`config.mk`:
```
export PLATFORM = sky130hd
export DESIGN_NAME = dbf_line_seq_flat
export DESIGN_NICKNAME = d
export VERILOG_FILES = /design/src/rtl/dbf_line_seq_pkg.sv /design/src/rtl/dbf_line_seq_if.sv /design/src/rtl/dbf_line_seq_zone_ctr.sv /design/src/rtl/dbf_line_seq.sv /design/src/flat_wrapper.sv
export SDC_FILE = /design/constraint.sdc
export NUM_CORES = 1
export LEC_CHECK = 0
export BUFFER_PORTS_ARGS = -buffer_cell sky130_fd_sc_hd__buf_2
export CAP_MARGIN = 20
export CORE_MARGIN = 2
export CORE_UTILIZATION = 59
export DETAILED_ROUTE_END_ITERATION = 16
export PLACE_DENSITY_LB_ADDON = 0.08
export SLEW_MARGIN = 30
export SYNTH_ARGS = -nofsm -noshare
export SYNTH_HDL_FRONTEND = slang
export SYNTH_HIERARCHICAL = 1
export SYNTH_SLANG_ARGS = --single-unit
export TNS_END_PERCENT = 50
```
`constraint.sdc`:
```
create_clock -name clk -period 5.6 [get_ports clk]
set_clock_uncertainty 0.05 [all_clocks]
set_input_delay 1.12 -clock clk [delete_from_list [all_inputs] [get_ports clk]]
set_output_delay 1.12 -clock clk [all_outputs]
set_load 0.05 [all_outputs]
```
`src/rtl/dbf_line_seq_pkg.sv`:
```
// dbf_line_seq_pkg: shared sizes, state encoding, config struct and helpers
// for the DBF per-line receive sequencer.
// Ports: none (package).
package dbf_line_seq_pkg;

   localparam int ADDR_WD   = 10;   // LUT address width, 2^ADDR_WD >= NUM_LINES*NUM_ZONES
   localparam int NUM_LINES = 64;   // lines per frame, power of 2
   localparam int NUM_ZONES = 16;   // focal zones per line, power of 2
   localparam int ZONE_LEN  = 64;   // receive cycles per focal zone
   localparam int LEN_WD    = 8;    // tx / dead length config width
   localparam int RX_WD     = 14;   // receive length config width

   // Constant ceil(log2(value)); used only for elaboration-time sizing.
   function automatic int clog2(input int value);
      int r;
      r = 0;
      while ((1 << r) < value) r++;
      return r;
   endfunction

   localparam int LINE_WD = clog2(NUM_LINES);
   localparam int ZONE_WD = clog2(NUM_ZONES);
   localparam int ZCNT_WD = clog2(ZONE_LEN);
   localparam int CNT_WD  = (RX_WD > LEN_WD) ? RX_WD : LEN_WD;

   localparam logic [2:0] ST_IDLE = 3'd0;
   localparam logic [2:0] ST_TX   = 3'd1;
   localparam logic [2:0] ST_DEAD = 3'd2;
   localparam logic [2:0] ST_RX   = 3'd3;
   localparam logic [2:0] ST_DONE = 3'd4;

   typedef enum logic [2:0] {
      S_IDLE = ST_IDLE,
      S_TX   = ST_TX,
      S_DEAD = ST_DEAD,
      S_RX   = ST_RX,
      S_DONE = ST_DONE
   } state_t;

   // Per-line timing configuration, captured when a trigger is accepted.
   typedef struct packed {
      logic [LEN_WD-1:0] tx_len;
      logic [LEN_WD-1:0] dead_len;
      logic [RX_WD-1:0]  rx_len;
   } cfg_t;

   // Delay LUT address {line, zone}, zero-extended to ADDR_WD.
   function automatic logic [ADDR_WD-1:0] lut_addr(input logic [LINE_WD-1:0] line,
                                                   input logic [ZONE_WD-1:0] zone);
      logic [ADDR_WD-1:0] a;
      a = '0;
      a[ZONE_WD +: LINE_WD] = line;
      a[ZONE_WD-1:0]        = zone;
      return a;
   endfunction

endpackage

```
`src/rtl/dbf_line_seq_if.sv`:
```
// dbf_line_seq_if: trigger/config inputs and line/LUT outputs of the sequencer.
// Ports: master = sequencer side (drives tx_en, start, LUT strobe, status),
//        slave  = controller / channel-bank side (drives trig, frame_start, cfg_*).
// Purpose: bundle for one sequencer instance and its shared fan-out.
// Latency: n/a (wires only).
// Backpressure: none; all signals are pulses or levels.
interface dbf_line_seq_if;
   import dbf_line_seq_pkg::*;

   logic               trig;
   logic               frame_start;
   logic [LEN_WD-1:0]  cfg_tx_len;
   logic [LEN_WD-1:0]  cfg_dead_len;
   logic [RX_WD-1:0]   cfg_rx_len;

   logic               tx_en;
   logic               start;
   logic [ADDR_WD-1:0] dbf_lut_addr;
   logic               dbf_lut_we;
   logic [LINE_WD-1:0] line_idx;
   logic               busy;
   logic               line_done;
   logic               frame_done;
   logic               trig_err;

   modport master (
      input  trig, frame_start, cfg_tx_len, cfg_dead_len, cfg_rx_len,
      output tx_en, start, dbf_lut_addr, dbf_lut_we, line_idx,
             busy, line_done, frame_done, trig_err
   );

   modport slave (
      output trig, frame_start, cfg_tx_len, cfg_dead_len, cfg_rx_len,
      input  tx_en, start, dbf_lut_addr, dbf_lut_we, line_idx,
             busy, line_done, frame_done, trig_err
   );

endinterface

```
`src/rtl/dbf_line_seq_zone_ctr.sv`:
```
// dbf_zone_ctr: focal-zone stepper for the receive window.
// Ports: clk, rst (sync, active-high); load = first RX cycle next, en = RX continues,
//        line = current line index; we = one-cycle LUT strobe, addr = held LUT address.
// Purpose: zone index / LUT read strobe generation, one strobe per ZONE_LEN cycles.
// Latency: we/addr registered, valid the cycle after load/en is sampled.
// Backpressure: none; saturates at the last zone and stops strobing.
module dbf_zone_ctr
   import dbf_line_seq_pkg::*;
(
   input  logic               clk,
   input  logic               rst,
   input  logic               load,
   input  logic               en,
   input  logic [LINE_WD-1:0] line,
   output logic               we,
   output logic [ADDR_WD-1:0] addr
);

   localparam logic [ZONE_WD-1:0] ZONE_LAST = ZONE_WD'(NUM_ZONES - 1);
   localparam logic [ZCNT_WD-1:0] ZCNT_LOAD = ZCNT_WD'(ZONE_LEN - 1);

   logic [ZCNT_WD-1:0] zcnt;
   logic [ZONE_WD-1:0] zone;

   always_ff @(posedge clk) begin
      if (rst) begin
         zcnt <= '0;
         zone <= '0;
         we   <= 1'b0;
         addr <= '0;
      end else begin
         we <= 1'b0;
         if (load) begin
            zcnt <= ZCNT_LOAD;
            zone <= '0;
            we   <= 1'b1;
            addr <= lut_addr(line, '0);
         end else if (en) begin
            if (zcnt != '0) begin
               zcnt <= zcnt - ZCNT_WD'(1);
            end else if (zone != ZONE_LAST) begin
               // Zone boundary: advance and strobe; the address moves with the strobe.
               zcnt <= ZCNT_LOAD;
               zone <= zone + ZONE_WD'(1);
               we   <= 1'b1;
               addr <= lut_addr(line, zone + ZONE_WD'(1));
            end
         end
      end
   end

endmodule

```
`src/rtl/dbf_line_seq.sv`:
```
// dbf_line_seq: per-line transmit / dead-time / receive-window sequencer.
// Ports: clk, rst (sync, active-high); bus (dbf_line_seq_if.master): trig, frame_start,
//        cfg_* in; tx_en, start, dbf_lut_addr/we, line_idx, busy, line_done, frame_done, trig_err out.
// Purpose: IDLE->TX->DEAD->RX->DONE per trigger, zero-length phases skipped.
// Latency: all outputs registered; tx_en rises one cycle after the accepted trig.
// Backpressure: trig while busy is dropped and flagged on trig_err one cycle later.
module dbf_line_seq
   import dbf_line_seq_pkg::*;
(
   input  logic           clk,
   input  logic           rst,
   dbf_line_seq_if.master bus
);

   state_t             state, state_nxt;
   logic [CNT_WD-1:0]  cnt, cnt_nxt;
   cfg_t               cfg_in, cfg_q, cfg_use;
   logic               pend;
   logic               pend_eff;
   logic [LINE_WD-1:0] line_q, line_cur;
   logic               done_entry, rx_load, rx_hold;

   logic               tx_en_q, start_q, busy_q, line_done_q, frame_done_q, trig_err_q;
   logic               lut_we;
   logic [ADDR_WD-1:0] lut_addr_q;

   assign cfg_in = {bus.cfg_tx_len, bus.cfg_dead_len, bus.cfg_rx_len};

   // First phase at or after 's' whose length is non-zero; skips cost no cycles.
   function automatic state_t skip_zero(input state_t s, input cfg_t c);
      state_t r;
      r = s;
      if (r == S_TX   && c.tx_len   == '0) r = S_DEAD;
      if (r == S_DEAD && c.dead_len == '0) r = S_RX;
      if (r == S_RX   && c.rx_len   == '0) r = S_DONE;
      return r;
   endfunction

   function automatic logic [CNT_WD-1:0] load_val(input state_t s, input cfg_t c);
      logic [CNT_WD-1:0] v;
      case (s)
         S_TX:    v = CNT_WD'(c.tx_len)   - CNT_WD'(1);
         S_DEAD:  v = CNT_WD'(c.dead_len) - CNT_WD'(1);
         S_RX:    v = CNT_WD'(c.rx_len)   - CNT_WD'(1);
         default: v = '0;
      endcase
      return v;
   endfunction

   // In IDLE the live config is used so the accepting cycle already sees it.
   assign cfg_use = (state == S_IDLE) ? cfg_in : cfg_q;

   always_comb begin
      state_nxt = state;
      cnt_nxt   = cnt;
      case (state)
         S_IDLE: if (bus.trig) state_nxt = skip_zero(S_TX, cfg_use);
         S_TX:   if (cnt == '0) state_nxt = skip_zero(S_DEAD, cfg_use);
                 else cnt_nxt = cnt - CNT_WD'(1);
         S_DEAD: if (cnt == '0) state_nxt = skip_zero(S_RX, cfg_use);
                 else cnt_nxt = cnt - CNT_WD'(1);
         S_RX:   if (cnt == '0) state_nxt = S_DONE;
                 else cnt_nxt = cnt - CNT_WD'(1);
         S_DONE: state_nxt = S_IDLE;
         default: state_nxt = S_IDLE;
      endcase
      if (state_nxt != state) cnt_nxt = load_val(state_nxt, cfg_use);
   end

   // A frame_start in IDLE takes effect at once, including for a line fired in the same cycle.
   assign line_cur   = (state == S_IDLE && bus.frame_start) ? '0 : line_q;
   assign pend_eff   = pend | (bus.frame_start && state != S_IDLE);
   assign done_entry = (state_nxt == S_DONE) && (state != S_DONE);
   assign rx_load    = (state_nxt == S_RX) && (state != S_RX);
   assign rx_hold    = (state_nxt == S_RX) && (state == S_RX);

   always_ff @(posedge clk) begin
      if (rst) begin
         state        <= S_IDLE;
         cnt          <= '0;
         cfg_q        <= '0;
         pend         <= 1'b0;
         line_q       <= '0;
         tx_en_q      <= 1'b0;
         start_q      <= 1'b0;
         busy_q       <= 1'b0;
         line_done_q  <= 1'b0;
         frame_done_q <= 1'b0;
         trig_err_q   <= 1'b0;
      end else begin
         state <= state_nxt;
         cnt   <= cnt_nxt;
         if (state == S_IDLE && bus.trig) cfg_q <= cfg_in;

         // A frame restart requested mid-line replaces the DONE increment.
         if (done_entry) begin
            pend   <= 1'b0;
            line_q <= pend_eff ? '0 : line_cur + LINE_WD'(1);
         end else begin
            if (bus.frame_start && state != S_IDLE) pend <= 1'b1;
            if (bus.frame_start && state == S_IDLE) line_q <= '0;
         end

         tx_en_q      <= (state_nxt == S_TX);
         start_q      <= (state_nxt == S_RX);
         busy_q       <= (state_nxt != S_IDLE);
         line_done_q  <= done_entry;
         frame_done_q <= done_entry && (line_cur == LINE_WD'(NUM_LINES - 1));
         trig_err_q   <= bus.trig && (state != S_IDLE);
      end
   end

   dbf_zone_ctr u_zone (
      .clk  (clk),
      .rst  (rst),
      .load (rx_load),
      .en   (rx_hold),
      .line (line_cur),
      .we   (lut_we),
      .addr (lut_addr_q)
   );

   assign bus.tx_en        = tx_en_q;
   assign bus.start        = start_q;
   assign bus.busy         = busy_q;
   assign bus.line_done    = line_done_q;
   assign bus.frame_done   = frame_done_q;
   assign bus.trig_err     = trig_err_q;
   assign bus.line_idx     = line_q;
   assign bus.dbf_lut_we   = lut_we;
   assign bus.dbf_lut_addr = lut_addr_q;

endmodule

```
`src/flat_wrapper.sv`:
```
// flat-port wrapper written by rule: the top's interface ports become plain ports
module dbf_line_seq_flat import dbf_line_seq_pkg::*;
  (clk, rst, bus_trig, bus_frame_start, bus_cfg_tx_len, bus_cfg_dead_len, bus_cfg_rx_len, bus_tx_en, bus_start, bus_dbf_lut_addr, bus_dbf_lut_we, bus_line_idx, bus_busy, bus_line_done, bus_frame_done, bus_trig_err);
  dbf_line_seq_if bus_i ();
  input  logic clk;
  input  logic rst;
  input wire logic [$bits(bus_i.trig)-1:0] bus_trig;
  input wire logic [$bits(bus_i.frame_start)-1:0] bus_frame_start;
  input wire logic [$bits(bus_i.cfg_tx_len)-1:0] bus_cfg_tx_len;
  input wire logic [$bits(bus_i.cfg_dead_len)-1:0] bus_cfg_dead_len;
  input wire logic [$bits(bus_i.cfg_rx_len)-1:0] bus_cfg_rx_len;
  output wire logic [$bits(bus_i.tx_en)-1:0] bus_tx_en;
  output wire logic [$bits(bus_i.start)-1:0] bus_start;
  output wire logic [$bits(bus_i.dbf_lut_addr)-1:0] bus_dbf_lut_addr;
  output wire logic [$bits(bus_i.dbf_lut_we)-1:0] bus_dbf_lut_we;
  output wire logic [$bits(bus_i.line_idx)-1:0] bus_line_idx;
  output wire logic [$bits(bus_i.busy)-1:0] bus_busy;
  output wire logic [$bits(bus_i.line_done)-1:0] bus_line_done;
  output wire logic [$bits(bus_i.frame_done)-1:0] bus_frame_done;
  output wire logic [$bits(bus_i.trig_err)-1:0] bus_trig_err;
  assign bus_i.trig = bus_trig;
  assign bus_i.frame_start = bus_frame_start;
  assign bus_i.cfg_tx_len = bus_cfg_tx_len;
  assign bus_i.cfg_dead_len = bus_cfg_dead_len;
  assign bus_i.cfg_rx_len = bus_cfg_rx_len;
  assign bus_tx_en = bus_i.tx_en;
  assign bus_start = bus_i.start;
  assign bus_dbf_lut_addr = bus_i.dbf_lut_addr;
  assign bus_dbf_lut_we = bus_i.dbf_lut_we;
  assign bus_line_idx = bus_i.line_idx;
  assign bus_busy = bus_i.busy;
  assign bus_line_done = bus_i.line_done;
  assign bus_frame_done = bus_i.frame_done;
  assign bus_trig_err = bus_i.trig_err;
  dbf_line_seq u_core (.clk(clk), .rst(rst), .bus(bus_i));
endmodule
```
==> results of run 1 <==
-- routing by layer --
metal | vias to the layer above | wire (um)
li1 | 2351 | -
met1 | 2215 | 5723
met2 | 144 | 6189
met3 | 21 | 612
met4 | 0 | 233
met5 | - | 0
-- worst register-to-register path, delay by kind of cell (launching register included) --
| family | cells | cell delay, ns |
|---|---|---|
| compound gates | 5 | 1.65 |
| buf+inv | 3 | 0.96 |
| simple gates | 3 | 0.62 |
| flops | 1 | 0.49 |
| mux | 1 | 0.40 |
| fa+ha+maj | 1 | 0.34 |
-- kinds of logic (layout without fill, tap and decap cells) --
group,count (synthesis),count (layout),synth area share
and+or+nand+nor,273,273,0.2746
AOI/OAI and AO/OA,149,149,0.2094
DFF,77,77,0.3112
muxes,45,45,0.09219
buffers and inverters,36,86,0.03056
xor gates and xnor gates,35,35,0.06188
adders and majority gates,8,8,0.02021
-- sequential cells by signal, summed over array words and instances (netlist names) --
| name | cells |
|---|---|
| u_core/bus.trig_err | 1 |
| u_core/cfg_q | 30 |
| u_core/bus.line_idx | 6 |
| u_core/u_zone/we | 1 |
| u_core/u_zone/zone | 4 |
| u_core/bus.line_done | 1 |
| u_core/bus.frame_done | 1 |
| u_core/state | 3 |
| u_core/u_zone/zcnt | 6 |
| u_core/bus.start | 1 |
| u_core/cnt | 14 |
| u_core/u_zone/addr | 6 |
| u_core/pend | 1 |
| u_core/bus.tx_en | 1 |
| u_core/bus.busy | 1 |
-- where the power goes --
part	internal [uW]	switching [uW]	total, uW
logic	800	1320	2120
clock network	166	227	393
registers	663	132	794
total	1630	1680	3300
-- how the worst max path moves through the flow --
stage	depth (start not counted)	from	end	slack, ns
floorplan	17	u_core/state[2]$_SDFF_PP0_	u_core/u_zone/addr[4]$_SDFFE_PP0P_	1.33
global placement	13	u_core/state[2]$_SDFF_PP0_	u_core/u_zone/zcnt[5]$_SDFFE_PP0P_	1.18
detailed placement	12	bus_cfg_rx_len[0]	u_core/u_zone/addr[6]$_SDFFE_PP0P_	0.99
CTS	13	u_core/state[2]$_SDFF_PP0_	u_core/u_zone/zcnt[1]$_SDFFE_PP0P_	1.03
global route	13	u_core/state[2]$_SDFF_PP0_	u_core/u_zone/zcnt[5]$_SDFFE_PP0P_	0.63
finish	13	u_core/state[2]$_SDFF_PP0_	u_core/u_zone/zcnt[5]$_SDFFE_PP0P_	1.01
-- stage by stage --
step | util | setup WS [ns] | total power, uW
6_report | 0.6702 | 1.011 | 3305
5_1_grt | 0.6702 | 0.6323 | 3538
4_1_cts | 0.6702 | 1.032 | 3273
3_5_place_dp | 0.6480 | 0.9899 | 2872
3_3_place_gp | 0.6480 | 1.177 | 2834
2_1_floorplan | - | 1.334 | 2418
-- layout make-up --
| class | count | area [um2] | area share |
|---|---|---|---|
| clock inverter | 7 | 57.56 | 0.01050 |
| multi-input combinational | 510 | 3266 | 0.5960 |
| timing repair buffer | 63 | 332.8 | 0.06074 |
| inverter | 7 | 26.28 | 0.004796 |
| tap | 105 | 131.4 | 0.02398 |
| sequential | 77 | 1541 | 0.2813 |
| clock buffer | 9 | 123.9 | 0.02261 |
-- cells in the final DEF, fill, tap and decap left out, types with 5 or more instances in the layout --
master and count:
sky130_fd_sc_hd__nor2_1 61, sky130_fd_sc_hd__clkbuf_8 9, sky130_fd_sc_hd__xnor2_1 17, sky130_fd_sc_hd__o22ai_1 6
sky130_fd_sc_hd__mux2i_1 40, sky130_fd_sc_hd__nand3_1 18, sky130_fd_sc_hd__buf_2 56, sky130_fd_sc_hd__o211ai_1 8
sky130_fd_sc_hd__buf_4 7, sky130_fd_sc_hd__nand4_1 6, sky130_fd_sc_hd__o21ai_1 5, sky130_fd_sc_hd__nor4_1 12
sky130_fd_sc_hd__mux2_2 5, sky130_fd_sc_hd__nand2_1 96, sky130_fd_sc_hd__inv_1 7, sky130_fd_sc_hd__nor3_1 27
sky130_fd_sc_hd__a21oi_1 59, sky130_fd_sc_hd__or3_1 9, sky130_fd_sc_hd__and2_1 8, sky130_fd_sc_hd__or2_2 7
sky130_fd_sc_hd__ha_1 8, sky130_fd_sc_hd__o21ai_0 19, sky130_fd_sc_hd__dfxtp_1 77, sky130_fd_sc_hd__xor2_1 18
==> summary.md, run 1 <==
| Metric | Value |
|---|---|
| Number of input and output port buffers inserted | 56 |
| Final non-filler cell total | 778 |
| Clock transition at path regs | 0.09 ns |
| # rows | 33 |
| Highest attainable clock frequency | 217.9 MHz |
| Crit path required time | 5.82 ns |
| Most common library cells after synthesis | 96 x sky130_fd_sc_hd__nand2_1, 77 x sky130_fd_sc_hd__dfxtp_1, 61 x sky130_fd_sc_hd__nor2_1 |
| Top cells by area, synth | sky130_fd_sc_hd__dfxtp_1 31%, sky130_fd_sc_hd__mux2i_1 8.1%, sky130_fd_sc_hd__nand2_1 7.3% |
| Initial cell density of the core | 0.6059 |
| Crit path buffers/inverters | 3 |
| Worst Path Max Fanout | 26 |
| Final net count | 710 |
| Estimated wirelength of the detail-placed design | 9.498 mm |
| Met2 Use GR | 0.4697 |
| Final max-slew violation count | 0 |
| CP cell instances | nor3_2, buf_4, buf_4, mux2i_1, ha_1, nand4_1, o221a_2, o21ai_4, o21ai_1, a21oi_1, inv_1, and4_1, a211oi_1 |
| Startpoint type of the worst setup path | flip-flop |
| Final setup fails | 0 |
| Layout cell share with drive strength beyond 1 | 0.1679 |
| Number of distinct standard cells referenced by the synthesized netlist | 76 |
| Number of synthesized register bits | 77 |
| Slack of the worst reg-to-reg path | 1.01 ns |
| Placement-stage cell area | 5298 um2 |
| Number of antenna violations at the first check in global routing | 0 |
| Number of gates resized after CTS | 0 |
| Worst hold path stage count | 2 |
| Die area | 9145 um2 |
| Number of cells after detailed placement | 762 |
| Sequential share of the synthesized area | 0.3112 |
| Global routing's busiest layer | met2 |
| Post-synthesis average cell area | 7.951 um2 |
| Number of violations reported at the end of detailed-routing iteration 0 | 320 |
| Vertical die dimension | 95.63 um |
| Commonest register cell after synthesis | sky130_fd_sc_hd__dfxtp_1 |
| Worst flop-to-flop path endpoint | u_core/u_zone/zcnt[5]$_SDFFE_PP0P_ |
| Largest buffer count on any clock path | 2 |
| Post-Syn Area | 4954 um2 |
| Cell seen most often among critical-path stages | sky130_fd_sc_hd__buf_4 |
| Max-Cap Viols | 0 |
| Vias per std cell | 6.081 |
| Diodes inserted | 0 |
| Run status | finished, final reports clean |
| DRC | 0 |
| Most frequent cell after synthesis | sky130_fd_sc_hd__nand2_1 |
| I/O pins | 57 |
| Global-route wire length before repair | 20.53 mm |
| Share of the synthesized area in the top cell type | 0.3112 |
| Total Neg Setup Slack | 0 ns |
| Number of warnings reported in the yosys synthesis log | 6 |
| Hold path endpoint | u_core/cfg_q[22]$_SDFFE_PP0P_ |
| Clock period minus final worst setup slack | 4.589 ns |
| Width of the chip | 95.63 um |
| Worst endpoint data arrival time | 4.81 ns |
| Hold violation total from the final report | 0 |
| CTS sink cnt | 77 |
| Synthesized Nets | 665 |
| Synth-to-layout area growth | 10.61% |
| EDFF count, synth | 0 |
| Clock tree from TritonCTS | built |
| Critical Path End Type | flip-flop |
| Pin count of the biggest net entering global routing | 69 |
| GRT Residual Overflow | 0 |
| Path type of the worst min-delay path | flip-flop to flip-flop |
| # H-tree levels | 3 |
| Setup repair after global routing missed its margin | no |
| Post-CTS setup repair buffer count | 0 |
| TritonCTS buffer count | 9 |
| Cell at the root of the clock tree | sky130_fd_sc_hd__clkbuf_8 |
| Clock latency on the worst-skew pair | 0.35 ns |
| Max-slew headroom at the worst pin | 0.4511 |
| Leakage power summed over all cells | 0.002271 uW |
| Biggest area consumer among synthesized cells | sky130_fd_sc_hd__dfxtp_1 |
| Drt first pass iters | 5 |
| Final period utilization | 0.8194 |
| # hold bufs at CTS | 0 |
| Core Footprint | 8175 um2 |
| Share of async-settable or async-resettable flops after synthesis | 0 |
| Maximum cell stage delay along the critical path | 0.62 ns |
| Gp weighted congestion | 0.9364 |
| Worst hold path startpoint | u_core/cfg_q[22]$_SDFFE_PP0P_ |
| Wire per inst | 16.40 um |
| Worst reg2reg path depth | 13 |
| GR met3 Demand/Resource | 0.03478 |
| GRT Overall Usage | 0.2854 |
| Max stage delay cell, worst path | sky130_fd_sc_hd__a21oi_1 |
| Power density over the cells | 603.2 nW/um2 |
| Largest vdd supply drop | 0.2613 mV |
| Total non-filler cell area in the finished layout | 5479 um2 |
| Worst hold slack across all endpoints | 0.4134 ns |
| Measured slew at the worst slew-check pin | 0.8175 ns |
| Synthesized netlist cell count | 623 |
| Fill cells | 739 |
| DRT Wirelength | 12.76 mm |
| Start-to-end type of the worst setup path | flip-flop to flip-flop |
| Total via count in the routed design | 4731 |
| Via count of the first global-routing pass | 4354 |
| Met1 Usage GRT | 0.3855 |
| Remaining number of nets flagged by the antenna check after routing | 0 |
| Critical R2R Launch | u_core/state[2]$_SDFF_PP0_ |
| Cell type group with the largest total delay on the critical path | compound AO/OA/AOI/OAI gates |
No activity file was read; power rests on OpenSTA's default activity.
==> inputs of run 2 (changes only) <==
--- a/config.mk
+++ b/config.mk
@@ -5,10 +5,11 @@
 export SDC_FILE = /design/constraint.sdc
 export NUM_CORES = 1
 export LEC_CHECK = 0
+export ABC_AREA = 1
 export BUFFER_PORTS_ARGS = -buffer_cell sky130_fd_sc_hd__buf_2
 export CAP_MARGIN = 20
 export CORE_MARGIN = 2
-export CORE_UTILIZATION = 59
+export CORE_UTILIZATION = 54
 export DETAILED_ROUTE_END_ITERATION = 16
 export PLACE_DENSITY_LB_ADDON = 0.08
 export SLEW_MARGIN = 30
==> constraint.sdc (replaced) <==
create_clock -name clk -period 4.05 [get_ports clk]
set_clock_uncertainty 0.05 [all_clocks]
set_input_delay 0.81 -clock clk [delete_from_list [all_inputs] [get_ports clk]]
set_output_delay 0.81 -clock clk [all_outputs]
set_load 0.05 [all_outputs]
==> summary.md, run 2 <==
| Metric | Value |
|---|---|
| Final setup fails | 0 |
| Synth-to-layout area growth | 10.92% |
| Total met3 wirelength after detailed routing | 530 um |
| Setup repair after global routing missed its margin | no |
| Commonest register cell after synthesis | sky130_fd_sc_hd__dfxtp_1 |
| Vertical die dimension | 100.4 um |
| Measured slew at the worst slew-check pin | 0.7045 ns |
| Max-Cap Viols | 0 |
| Post-Syn Area | 5019 um2 |
| Clock tree from TritonCTS | built |
| Run status | finished, final reports clean |
| Number of violations reported at the end of detailed-routing iteration 0 | 336 |
| Global-route wire length before repair | 20.02 mm |
| Initial cell density of the core | 0.5510 |
| Largest registers | u_core/cfg_q: 30 flops, u_core/cnt: 14 flops |
| Startpoint type of the worst setup path | flip-flop |
| Synthesized Nets | 809 |
| # H-tree levels | 3 |
| Met1 layer wirelength in the final routing | 5.953 mm |
| Number of distinct standard cells referenced by the synthesized netlist | 37 |
| Number of antenna violations at the first check in global routing | 0 |
| Diodes inserted | 0 |
| TritonCTS buffer count | 9 |
| Core Footprint | 9109 um2 |
| Drt first pass iters | 5 |
| I/O pins | 57 |
| Via count of the first global-routing pass | 4424 |
| Sequential group share of total power | 0.268 |
| Most frequent cell after synthesis | sky130_fd_sc_hd__nand2_1 |
| Worst Path Max Fanout | 33 |
| EDFF count, synth | 0 |
| DRT Wirelength | 11.87 mm |
| Worst reg2reg path depth | 21 |
| Wire per inst | 12.80 um |
| Pin count of the biggest net entering global routing | 45 |
| Most common library cells after synthesis | 210 x sky130_fd_sc_hd__nand2_1, 77 x sky130_fd_sc_hd__dfxtp_1, 73 x sky130_fd_sc_hd__nand3_1 |
| Fraction of power spent switching nets | 0.4771 |
| Overall Power | 3805 uW |
| Most used cells in the layout excluding fill and tap cells | 210 x sky130_fd_sc_hd__nand2_1, 77 x sky130_fd_sc_hd__dfxtp_1, 73 x sky130_fd_sc_hd__nand3_1, 70 x sky130_fd_sc_hd__inv_1, 59 x sky130_fd_sc_hd__nor2_1 |
| Critical Path End Type | flip-flop |
| Number of input and output port buffers inserted | 56 |
| Biggest area consumer among synthesized cells | sky130_fd_sc_hd__dfxtp_1 |
| Top reg by flops | u_core/cfg_q |
| Synthesized netlist cell count | 767 |
| Area fraction in and, or, nand and nor cells after synthesis | 0.3922 |
| Total non-filler cell area in the finished layout | 5567 um2 |
| Width of the chip | 100.4 um |
| Crit path required time | 4.22 ns |
| Worst hold path stage count | 2 |
| Final net count | 854 |
| Post-CTS setup repair buffer count | 0 |
| Share of the synthesized area in compound gates (AO/OA/AOI/OAI) | 0.1254 |
| Path type of the worst min-delay path | flip-flop to flip-flop |
| Parity-gate share of the synthesized area counting xor and xnor cells | 0.05759 |
| Share of synthesized cell area in full adder, half adder and majority cells | 0.01995 |
| Post-synthesis average cell area | 6.543 um2 |
| Start-to-end type of the worst setup path | flip-flop to flip-flop |
| CTS sink cnt | 77 |
| Max-slew headroom at the worst pin | 0.5285 |
| GRT Overall Usage | 0.2432 |
| Switching component of the power | 1815 uW |
| Share of the synthesized area in the top cell type | 0.3072 |
| Number of gates resized after CTS | 0 |
| Placement-stage cell area | 5319 um2 |
| Hold violation total from the final report | 0 |
| Met2 routed wirelength | 5.206 mm |
| Vias per std cell | 5.281 |
| Sequential share of the synthesized area | 0.3072 |
| Leakage power summed over all cells | 0.002625 uW |
| Estimated wirelength of the detail-placed design | 8.851 mm |
| Layout cell share with drive strength beyond 1 | 0.1542 |
| Worst endpoint data arrival time | 3.73 ns |
| # rows | 35 |
| Final max-slew violation count | 0 |
| Largest buffer count on any clock path | 2 |
| Top Layer Used | met4 |
| Number of synthesized register bits | 77 |
| Highest attainable clock frequency | 281.1 MHz |
| Largest vdd supply drop | 0.3259 mV |
| Cell at the root of the clock tree | sky130_fd_sc_hd__clkbuf_8 |
| Top cells by area, synth | sky130_fd_sc_hd__dfxtp_1 31%, sky130_fd_sc_hd__nand2_1 16%, sky130_fd_sc_hd__nand3_1 7.3% |
| Share of async-settable or async-resettable flops after synthesis | 0 |
| Clock latency on the worst-skew pair | 0.36 ns |
| Clock period minus final worst setup slack | 3.558 ns |
| GRT Residual Overflow | 0 |
| Die area | 10080 um2 |
| Remaining number of nets flagged by the antenna check after routing | 0 |
| Combinational family with the most area after synthesis | simple AND/OR/NAND/NOR gates |
| Final period utilization | 0.8785 |
| Most frequent standard cell in the layout excluding fill and tap cells | sky130_fd_sc_hd__nand2_1 |
| Power density over the cells | 683.5 nW/um2 |
| Combinational Power Share | 0.555 |
| Internal power consumption | 1989 uW |
| Power share of the clock group | 0.176 |
| # hold bufs at CTS | 0 |
| Total Neg Setup Slack | 0 ns |
| Number of warnings reported in the yosys synthesis log | 6 |
| Clock transition at path regs | 0.09 ns |
| Share of cell area taken by muxes after synthesis | 0 |
| Total via count in the routed design | 4901 |
| DRC | 0 |
| Largest register FFs | 30 |
| Gp weighted congestion | 0.9142 |
==> run 2: cell count changes after synthesis, moves of 12 or more <==
cell / change
sky130_fd_sc_hd__inv_1: +63
sky130_fd_sc_hd__mux2i_1: -40
sky130_fd_sc_hd__nand2_1: +114
sky130_fd_sc_hd__nand3_1: +55
sky130_fd_sc_hd__nand3b_1: +13
sky130_fd_sc_hd__nand4_1: +16
sky130_fd_sc_hd__nor3_1: -16
sky130_fd_sc_hd__o21ai_0: +12
sky130_fd_sc_hd__xnor2_1: -12
==> run 2: worst paths after layout <==
check	slack [ns]	from	end
worst max register to register	0.49	u_core/state[2]$_SDFF_PP0_	u_core/u_zone/zcnt[3]$_SDFFE_PP0P_
worst max-delay path	0.49	u_core/state[2]$_SDFF_PP0_	u_core/u_zone/zcnt[3]$_SDFFE_PP0P_
worst min-delay path	0.41	u_core/cfg_q[29]$_SDFFE_PP0P_	u_core/cfg_q[29]$_SDFFE_PP0P_
worst min register to register	0.41	u_core/cfg_q[29]$_SDFFE_PP0P_	u_core/cfg_q[29]$_SDFFE_PP0P_
==> run 2: per-stage QoR <==
step | instances | util | hold slack, ns | setup slack [ns]
after floorplan | 767 | - | 0.3797 | 0.6404
after global placement | 912 | 0.5839 | 0.3883 | 0.4938
final | 928 | 0.6111 | 0.4053 | 0.4920
after detailed placement | 912 | 0.5839 | 0.3977 | 0.3693
after global routing | 928 | 0.6111 | 0.4330 | 0.1205
after CTS | 928 | 0.6091 | 0.4097 | 0.3357
==> run 2: worst max-delay path, cell delays in order (launching register included) <==
cell and delay [ns]:
sky130_fd_sc_hd__dfxtp_1 0.39, sky130_fd_sc_hd__nor2_4 0.22, sky130_fd_sc_hd__nand2_8 0.17, sky130_fd_sc_hd__nand2_1 0.11, sky130_fd_sc_hd__o21ai_0 0.12, sky130_fd_sc_hd__inv_1 0.11
sky130_fd_sc_hd__ha_1 0.22, sky130_fd_sc_hd__nand2_1 0.07, sky130_fd_sc_hd__nor2_1 0.13, sky130_fd_sc_hd__nand2_1 0.13, sky130_fd_sc_hd__nor2_2 0.15, sky130_fd_sc_hd__nand2_1 0.07
sky130_fd_sc_hd__nand2_1 0.10, sky130_fd_sc_hd__nand3_2 0.09, sky130_fd_sc_hd__inv_2 0.20, sky130_fd_sc_hd__nor3_1 0.13, sky130_fd_sc_hd__inv_1 0.24, sky130_fd_sc_hd__nand4_1 0.19
sky130_fd_sc_hd__o21ai_4 0.25, sky130_fd_sc_hd__inv_1 0.13, sky130_fd_sc_hd__nand2_1 0.09, sky130_fd_sc_hd__a21oi_1 0.06
==> run 2: cell type report <==
class	count	area [um2]
Timing Repair Buffer	67	362.8
Clock inverter	7	105.1
Tap cell	111	138.9
Sequential cell	77	1541
Multi-Input combinational cell	580	3003
Clock buffer	9	123.9
Fill cell	890	3542
Inverter	77	291.5
==> run 2: logic make-up (layout without fill, tap and decap cells) <==
family          Yosys count  in the layout
fa+ha+maj                 8              8
compound gates          112            112
xor+xnor                 33             33
flops                    77             77
buf+inv                 110            160
simple gates            427            427
==> run 2: routing by layer <==
metal  track usage  up-vias
met2        0.3836      115
met5             0        -
met1        0.3399     2175
li1              -     2597
met4       0.06744        0
met3       0.04666       14
==> run 2: power groups by stage <==
stage	Sequential, uW	Clock [uW]	Combinational (uW)
2_1_floorplan	1110	0	1670
3_3_place_gp	1030	0	2050
3_5_place_dp	1040	0	2080
4_1_cts	1020	690	2090
5_1_grt	1040	723	2370
6_report	1020	670	2110
==> inputs of run 3 (changes only) <==
--- a/config.mk
+++ b/config.mk
@@ -9,7 +9,7 @@
 export BUFFER_PORTS_ARGS = -buffer_cell sky130_fd_sc_hd__buf_2
 export CAP_MARGIN = 20
 export CORE_MARGIN = 2
-export CORE_UTILIZATION = 54
+export CORE_UTILIZATION = 62
 export DETAILED_ROUTE_END_ITERATION = 16
 export PLACE_DENSITY_LB_ADDON = 0.08
 export SLEW_MARGIN = 30
==> constraint.sdc (replaced) <==
create_clock -name clk -period 4.3 [get_ports clk]
set_clock_uncertainty 0.05 [all_clocks]
set_input_delay 0.86 -clock clk [delete_from_list [all_inputs] [get_ports clk]]
set_output_delay 0.86 -clock clk [all_outputs]
set_load 0.05 [all_outputs]
==> summary.md, run 3 (synthesis gave the netlist of run 2 again) <==
| Metric | Value |
|---|---|
| Clock period minus final worst setup slack | 3.859 ns |
| Initial cell density of the core | 0.6461 |
| Final net count | 852 |
| Top reg by flops | u_core/cfg_q |
| Critical Path End Type | flip-flop |
| Wire per inst | 13.13 um |
| Most frequent standard cell in the layout excluding fill and tap cells | sky130_fd_sc_hd__nand2_1 |
| Maximum cell stage delay along the critical path | 0.39 ns |
| Final setup fails | 0 |
| CTS sink cnt | 77 |
| Power density over the cells | 633.8 nW/um2 |
| Global-route wire length before repair | 20.53 mm |
| I/O pins | 57 |
| Core Footprint | 7767 um2 |
| Worst endpoint data arrival time | 4.03 ns |
| TritonCTS buffer count | 9 |
| Final design utilization | 0.7059 |
| DRT Wirelength | 12.04 mm |
| Die area | 8830 um2 |
| Max-Cap Viols | 0 |
| Setup repair after global routing missed its margin | no |
| Post-CTS setup repair buffer count | 0 |
| Number of input and output port buffers inserted | 56 |
| Diodes inserted | 0 |
| GRT Residual Overflow | 0 |
| Leakage power summed over all cells | 0.002590 uW |
| Final max-slew violation count | 0 |
| Vias per std cell | 5.471 |
| Crit path required time | 4.47 ns |
| Crit path buffers/inverters | 3 |
| Path type of the worst min-delay path | flip-flop to flip-flop |
| Layout cell share with drive strength beyond 1 | 0.1546 |
| Number of antenna violations at the first check in global routing | 0 |
| Largest register FFs | 30 |
| # rows | 32 |
| Vertical die dimension | 93.97 um |
| Width of the chip | 93.97 um |
| # hold bufs at CTS | 0 |
| Measured slew at the worst slew-check pin | 0.6734 ns |
| Clock tree from TritonCTS | built |
| Pin count of the biggest net entering global routing | 45 |
| Hold violation total from the final report | 0 |
| Run status | finished, final reports clean |
| Via count of the first global-routing pass | 4621 |
| Gp weighted congestion | 0.9484 |
| Cell at the root of the clock tree | sky130_fd_sc_hd__clkbuf_8 |
| Most used cells in the layout excluding fill and tap cells | 210 x sky130_fd_sc_hd__nand2_1, 77 x sky130_fd_sc_hd__dfxtp_1, 73 x sky130_fd_sc_hd__nand3_1, 69 x sky130_fd_sc_hd__inv_1, 59 x sky130_fd_sc_hd__nor2_1 |
| Largest registers | u_core/cfg_q: 30 flops, u_core/cnt: 14 flops |
| Max stage delay cell, worst path | sky130_fd_sc_hd__dfxtp_1 |
| # H-tree levels | 3 |
| Cell seen most often among critical-path stages | sky130_fd_sc_hd__nand2_1 |
| Start-to-end type of the worst setup path | flip-flop to flip-flop |
| CP cell instances | nor2_4, nand2_4, o21ai_0, ha_1, nand2_1, nor2_1, nand2_1, nor2_2, nand2_1, nand2_1, nand3_2, inv_2, nor3_1, inv_2, nand4_1, o21ai_4, inv_1, nand2_1, a21oi_1 |
| GRT Overall Usage | 0.2856 |
| Total via count in the routed design | 5017 |
| Synth-to-layout area growth | 9.250% |
| Worst Path Max Fanout | 34 |
| Largest vdd supply drop | 0.2816 mV |
| Largest buffer count on any clock path | 2 |
| Number of violations reported at the end of detailed-routing iteration 0 | 387 |
| Startpoint type of the worst setup path | flip-flop |
| Clock transition at path regs | 0.09 ns |
| Total Neg Setup Slack | 0 ns |
| Drt first pass iters | 5 |
| Final period utilization | 0.8975 |
| Highest attainable clock frequency | 259.1 MHz |
| Remaining number of nets flagged by the antenna check after routing | 0 |
| DRC | 0 |
| Estimated wirelength of the detail-placed design | 9.098 mm |
| Cell type group with the largest total delay on the critical path | simple AND/OR/NAND/NOR gates |
| Clock latency on the worst-skew pair | 0.36 ns |
| Max-slew headroom at the worst pin | 0.5493 |
run 3: through the flow:
| stage | total power, uW | setup slack [ns] | instance area (um2) | hold WS [ns] | instances |
|---|---|---|---|---|---|
| after floorplan | 2618 | 0.8904 | 5019 | 0.3797 | 767 |
| after global placement | 2880 | 0.5522 | 5293 | 0.3893 | 901 |
| after detailed placement | 2936 | 0.3585 | 5293 | 0.3952 | 901 |
| after CTS | 3457 | 0.3189 | 5475 | 0.4077 | 917 |
| after global routing | 3762 | 0.03216 | 5483 | 0.4190 | 917 |
| final | 3475 | 0.4407 | 5483 | 0.4024 | 917 |
run 3: layout make-up:
class | instances | area (um2)
repair buffers | 65 | 347.8
well taps | 102 | 127.6
flip-flops and latches | 77 | 1541
inverters | 77 | 289.0
clock inverters | 7 | 58.81
clock buffers | 9 | 123.9
multi-input cells | 580 | 2994
fillers | 685 | 2285
run 3: what timing repair did:
action	4_1_cts	5_1_grt
setup endpoints to repair	0	6
hold endpoints to repair	0	0
gates resized for setup	0	1
run 3: layer usage:
metal	wire, um	track usage	vias to the layer above
met2	5571	0.4827	154
met4	173	0.08333	0
met5	0	0	-
met3	574	0.03612	22
met1	5725	0.3816	2254
li1	-	-	2587
run 3: worst paths after layout:
kind / from / end / slack (ns) / cells after the start
max reg2reg: u_core/state[0]$_SDFF_PP0_ / u_core/u_zone/zcnt[5]$_SDFFE_PP0P_ / 0.44 / 19
min: u_core/cfg_q[26]$_SDFFE_PP0P_ / u_core/cfg_q[26]$_SDFFE_PP0P_ / 0.40 / 2
max: u_core/state[0]$_SDFF_PP0_ / u_core/u_zone/zcnt[5]$_SDFFE_PP0P_ / 0.44 / 19
min reg2reg: u_core/cfg_q[26]$_SDFFE_PP0P_ / u_core/cfg_q[26]$_SDFFE_PP0P_ / 0.40 / 2
run 3: power breakdown:
part | internal, uW | switching (uW) | total [uW]
combinational | 663 | 1330 | 2000
clock | 218 | 302 | 520
sequential | 864 | 94.5 | 959
run 3: tightest hold or removal path, delay by kind of cell (launching register included):
family	cells	cell delay, ns
flip-flops	1	0.30
AO/OA/AOI/OAI	1	0.05
buffers and inverters	1	0.05
